## config.mk

```make
export PLATFORM = sky130hd
export DESIGN_NAME = pc_fetch_ctrl
export DESIGN_NICKNAME = d
export VERILOG_FILES = /design/src/rtl/pc_fetch_ctrl.sv
export SDC_FILE = /design/constraint.sdc
export NUM_CORES = 1
export LEC_CHECK = 0
export BUFFER_PORTS_ARGS = -buffer_cell sky130_fd_sc_hd__buf_2
export CELL_PAD_IN_SITES_DETAIL_PLACEMENT = 1
export CELL_PAD_IN_SITES_GLOBAL_PLACEMENT = 1
export CORE_UTILIZATION = 41
export DETAILED_ROUTE_END_ITERATION = 16
export PLACE_DENSITY_LB_ADDON = 0.1
export SYNTH_ARGS = -nofsm -noshare
export SYNTH_HDL_FRONTEND = slang
export SYNTH_SLANG_ARGS = --single-unit
```

## constraint.sdc

```tcl
create_clock -name clk_i -period 7.8 [get_ports clk_i]
set_input_delay 1.17 -clock clk_i [delete_from_list [all_inputs] [get_ports clk_i]]
set_output_delay 1.17 -clock clk_i [all_outputs]
set_load 0.1 [all_outputs]
```

## src/rtl/pc_fetch_ctrl.sv

```systemverilog
// Program counter with imem request/grant handshake, redirect buffering, trap vector and stall.
// Optional PC_MISALIGN_TRAP_EN: misaligned redirect targets are turned into traps.
module pc_fetch_ctrl #(
  parameter int unsigned     XLEN      = 32,
  parameter logic [XLEN-1:0] RESET_VEC = 32'h0000_0000,
  parameter logic [XLEN-1:0] TRAP_VEC  = 32'h0000_0100,
  parameter int unsigned     STEP      = 4
) (
  input  logic            clk_i,
  input  logic            rst_i,
  input  logic            stall_i,
  input  logic            redirect_valid_i,
  input  logic [XLEN-1:0] redirect_pc_i,
  input  logic            trap_valid_i,
  output logic            if_req_o,
  output logic [XLEN-1:0] if_addr_o,
  input  logic            if_gnt_i,
  output logic            fetch_valid_o,
  output logic [XLEN-1:0] fetch_pc_o,
  output logic [XLEN-1:0] pc_out_o,
  output logic [XLEN-1:0] pc_plus_step_o,
  output logic            misalign_o
);

  typedef enum logic [1:0] {StBoot, StReq, StStall} state_e;

  state_e          state_q, state_d;
  logic [XLEN-1:0] pc_q, pc_d;
  logic [XLEN-1:0] fetch_pc_q, fetch_pc_d;
  logic            fetch_valid_q, fetch_valid_d;
  logic            pend_valid_q, pend_valid_d;
  logic            pend_trap_q, pend_trap_d;
  logic [XLEN-1:0] pend_pc_q, pend_pc_d;
  logic            misalign_q, misalign_d;

  logic            mis_trap;
  logic            eff_trap;
  logic            eff_redir;
  logic [XLEN-1:0] redir_tgt;
  logic [XLEN-1:0] pc_inc;
  logic [XLEN-1:0] grant_pc;

`ifdef PC_MISALIGN_TRAP_EN
  assign mis_trap  = redirect_valid_i & (redirect_pc_i[1:0] != 2'b00);
  assign redir_tgt = redirect_pc_i;
`else
  assign mis_trap  = 1'b0;
  assign redir_tgt = redirect_pc_i & ~XLEN'(3);
`endif

  assign eff_trap  = trap_valid_i | mis_trap;
  assign eff_redir = redirect_valid_i & ~mis_trap;
  assign pc_inc    = pc_q + XLEN'(STEP);

  always_comb begin
    if (eff_trap)          grant_pc = TRAP_VEC;
    else if (eff_redir)    grant_pc = redir_tgt;
    else if (pend_valid_q) grant_pc = pend_pc_q;
    else                   grant_pc = pc_inc;
  end

  always_comb begin
    state_d       = state_q;
    pc_d          = pc_q;
    fetch_pc_d    = fetch_pc_q;
    fetch_valid_d = 1'b0;
    pend_valid_d  = pend_valid_q;
    pend_trap_d   = pend_trap_q;
    pend_pc_d     = pend_pc_q;
    misalign_d    = mis_trap;

    unique case (state_q)
      StBoot, StStall: begin
        if (eff_trap)       pc_d = TRAP_VEC;
        else if (eff_redir) pc_d = redir_tgt;
        if (state_q == StBoot || !stall_i) state_d = StReq;
      end
      StReq: begin
        if (if_gnt_i) begin
          fetch_pc_d    = pc_q;
          pc_d          = grant_pc;
          // Wrong-path fetch: a redirect is pending or arriving with this grant.
          fetch_valid_d = ~(pend_valid_q | trap_valid_i | redirect_valid_i);
          pend_valid_d  = 1'b0;
          pend_trap_d   = 1'b0;
          pend_pc_d     = '0;
          state_d       = stall_i ? StStall : StReq;
        end else if (eff_trap) begin
          pend_valid_d = 1'b1;
          pend_trap_d  = 1'b1;
          pend_pc_d    = TRAP_VEC;
        end else if (eff_redir && !pend_trap_q) begin
          pend_valid_d = 1'b1;
          pend_pc_d    = redir_tgt;
        end
      end
      default: state_d = StBoot;
    endcase
  end

  always_ff @(posedge clk_i or posedge rst_i) begin
    if (rst_i) begin
      state_q       <= StBoot;
      pc_q          <= RESET_VEC;
      fetch_pc_q    <= '0;
      fetch_valid_q <= 1'b0;
      pend_valid_q  <= 1'b0;
      pend_trap_q   <= 1'b0;
      pend_pc_q     <= '0;
      misalign_q    <= 1'b0;
    end else begin
      state_q       <= state_d;
      pc_q          <= pc_d;
      fetch_pc_q    <= fetch_pc_d;
      fetch_valid_q <= fetch_valid_d;
      pend_valid_q  <= pend_valid_d;
      pend_trap_q   <= pend_trap_d;
      pend_pc_q     <= pend_pc_d;
      misalign_q    <= misalign_d;
    end
  end

  assign if_req_o       = (state_q == StReq);
  assign if_addr_o      = pc_q;
  assign pc_out_o       = pc_q;
  assign pc_plus_step_o = pc_inc;
  assign fetch_valid_o  = fetch_valid_q;
  assign fetch_pc_o     = fetch_pc_q;
  assign misalign_o     = misalign_q;

endmodule

```

==> flow_summary.ini <==
[status]
status = complete, no violations

[clocking]
numClockSinks = 95
clockRootBuffer = clkbuf_16
cts_setup_buffers = 0
hold_buffers = 0
path_clk_slew_ns = 0.06
cts_buffer_depth = 2
cts_tree = built
ctsResizeCount = 0
cts_buffers = 9
clock_latency_ns = 0.35
cts_max_level = 3

[layout]
finalInstanceArea_um2 = 6350
syn2layout_area_growth_pct = 17.18
fillers = 1552
fin_nets = 754
diodes = 0
drive_above_1_share_pct = 26.99

[yosys]
avgSynthCellArea_um2 = 8.884
synthTopCellsByArea = dfrtp_1 44%, nand2_1 8.0%, buf_4 5.5%
synth_top_area_share_pct = 43.87
synth_edf_count = 0
synthCells = 610
ys_ff_latch = 95
ys_warn_count = 0
yosys.area.top_type = dfrtp_1
synth_common_cells = 115 x nand2_1, 95 x dfrtp_1, 40 x buf_4
syn_area_um2 = 5419
ys_async_sr_fraction_pct = 100.0
synth_flop_cell = dfrtp_1
yosysMostFrequentCell = nand2_1
synth-seq-area-share_pct = 43.87
synth_cell_types = 70

[timing]
min_period_ns = 4.463
max_freq_mhz = 224.1
finalSetupTns_ns = 0
holdWs_ns = 0.4706
relSlewSlack_pct = 27.01
timing.final.crit_share_pct = 57.22
worst_pin_slew_ns = 1.095
finalHoldViolCount = 0
clock_skew_ns = 0.006844
finalSetupViolCount = 0
drv_slew = 0
rsz0062_at_grt = no
fin_ws_ns = 3.337

[min_path]
hp-start = fetch_pc_o[11]
whs_path_depth = 2
holdPathEnd = fetch_pc_o[11]
hold_path_class = flop to flop

[power_and_ir_drop]
leakage_nw = 3.207
power_density_nw_per_um2 = 455.0
max-vdd-ir-drop_uv = 173.8
p_total_mw = 2.889

[route]
first_pass_iters = 5
routed_wl_um = 18520
vias = 5162
ant_nets = 0
drc = 0
routed_via_density = 5.820
drt_iter0_markers = 324
avgRoutedWirePerCell_um = 20.88

[floorplanning]
die_x_um = 117.0
num_io_pins = 169
dieArea_um2 = 13680
fp-row-count = 41
fp.coreArea_um2 = 12770
initial_core_util_pct = 42.42
dieHeight_um = 117.0

[grt]
gr-total-overflow = 0
grt_usage_pct = 28.05
grt_pass1_wl_um = 28330
antenna_found_initial = 0
grt_pass1_vias = 4969
grt_max_degree = 59

[placement]
gp_congestion = 0.8374
port_buffers = 157
place_area_um2 = 6076
hpwlAfterDp_um = 12890
post-place-ws_ns = 3.795

[critical_path]
r2r-start = if_addr_o[10]
cp-startpoint = if_addr_o[10]
worst_ep_required_time_ns = 6.63
path_class = flop to output pin
worst_r2r_endpoint = if_addr_o[29]
rr_worst_depth = 5
worstPathArrival_ns = 3.29
reg2reg_slack_ns = 4.89
cp_max_fo = 13
crit_path_end_kind = output pin
startpoint_type = flop

[run]
cap_violations = 0
[per-layer routing]
metal,global-route usage [%],part of all wire (%),wire length [µm]
met4,11.65,2.1,396
met5,0,0,0
met3,5.407,6.4,1184
met1,37.64,44,8203
met2,44.58,47,8737
[cell families (layout without fill, tap and decap cells)]
family                   after synthesis  in the layout  synth area share (%)
buffers and inverters                 93            190                 9.328
flip-flops                            95             95                 43.87
multiplexers                           9              9                 1.755
AND/OR/NAND/NOR                      231            231                 20.27
XOR/XNOR                              26             26                 4.202
AO/OA/AOI/OAI                        153            153                 20.04
other                                  1              9               0.06920
adder cells (fa/ha/maj)                2              2                0.4617
[sequential cells by signal (all words and copies together) (netlist names)]
| name | flops |
|---|---|
| fetch_pc_o | 30 |
| if_addr_o | 30 |
| pend_pc_q | 30 |
| state_q | 2 |
| fetch_valid_o | 1 |
| pend_trap_q | 1 |
| pend_valid_q | 1 |
[placed cells by master (no fill, tap or decap), types with 6 or more instances in the layout]
| master | count |
|---|---|
| nand2b_1 | 7 |
| a21oi_1 | 24 |
| inv_1 | 13 |
| o21ai_0 | 32 |
| xnor2_1 | 18 |
| conb_1 | 9 |
| buf_4 | 6 |
| nor3_1 | 9 |
| nand2_1 | 115 |
| nand4_1 | 10 |
| a22o_1 | 31 |
| a21o_1 | 7 |
| a221oi_1 | 9 |
| clkbuf_16 | 9 |
| xor2_1 | 8 |
| nand3_1 | 21 |
| o31ai_1 | 6 |
| dfrtp_1 | 95 |
| nor2_1 | 33 |
| buf_2 | 157 |
[where the power goes]
group          switching (mW)  internal (mW)  leakage, nW  total, mW
Clock                   0.188          0.250        0.136      0.438
Combinational            1.47          0.244         1.82       1.72
Sequential              0.133          0.600         1.25      0.733
[critical path, cell delays in order, from the launching register on]
cell	delay [ns]
dfrtp_1	0.61
and4_1	0.30
nand4_1	0.56
nor3_1	0.82
xnor2_1	0.19
buf_2	0.45
[per-stage QoR]
stage	util, %	cells
floorplan	-	618
global placement	47.57	875
detailed placement	47.57	875
CTS	49.71	887
global route	49.71	887
finish	49.71	887
[worst max-delay path by stage]
stage	to	slack (ns)	cells past startpoint
final	pc_plus_step_o[25]	3.34	5
after global routing	pc_plus_step_o[25]	3.19	5
after CTS	pc_plus_step_o[25]	3.40	5
after detailed placement	pc_plus_step_o[25]	3.79	5
after global placement	pc_plus_step_o[25]	3.79	5
after floorplan	pc_plus_step_o[29]	2.69	6
[final cells by class]
class	count	area, µm²	share of cell area [%]
Tap cell	172	215.2	3.389
Clock buffer	10	239.0	3.764
Timing Repair Buffer	163	830.8	13.08
Inverter	15	58.81	0.9261
Multi-Input combinational cell	430	2594	40.85
Clock inverter	2	35.03	0.5517
Sequential cell	95	2377	37.44
(Power assumes the default switching activity.)
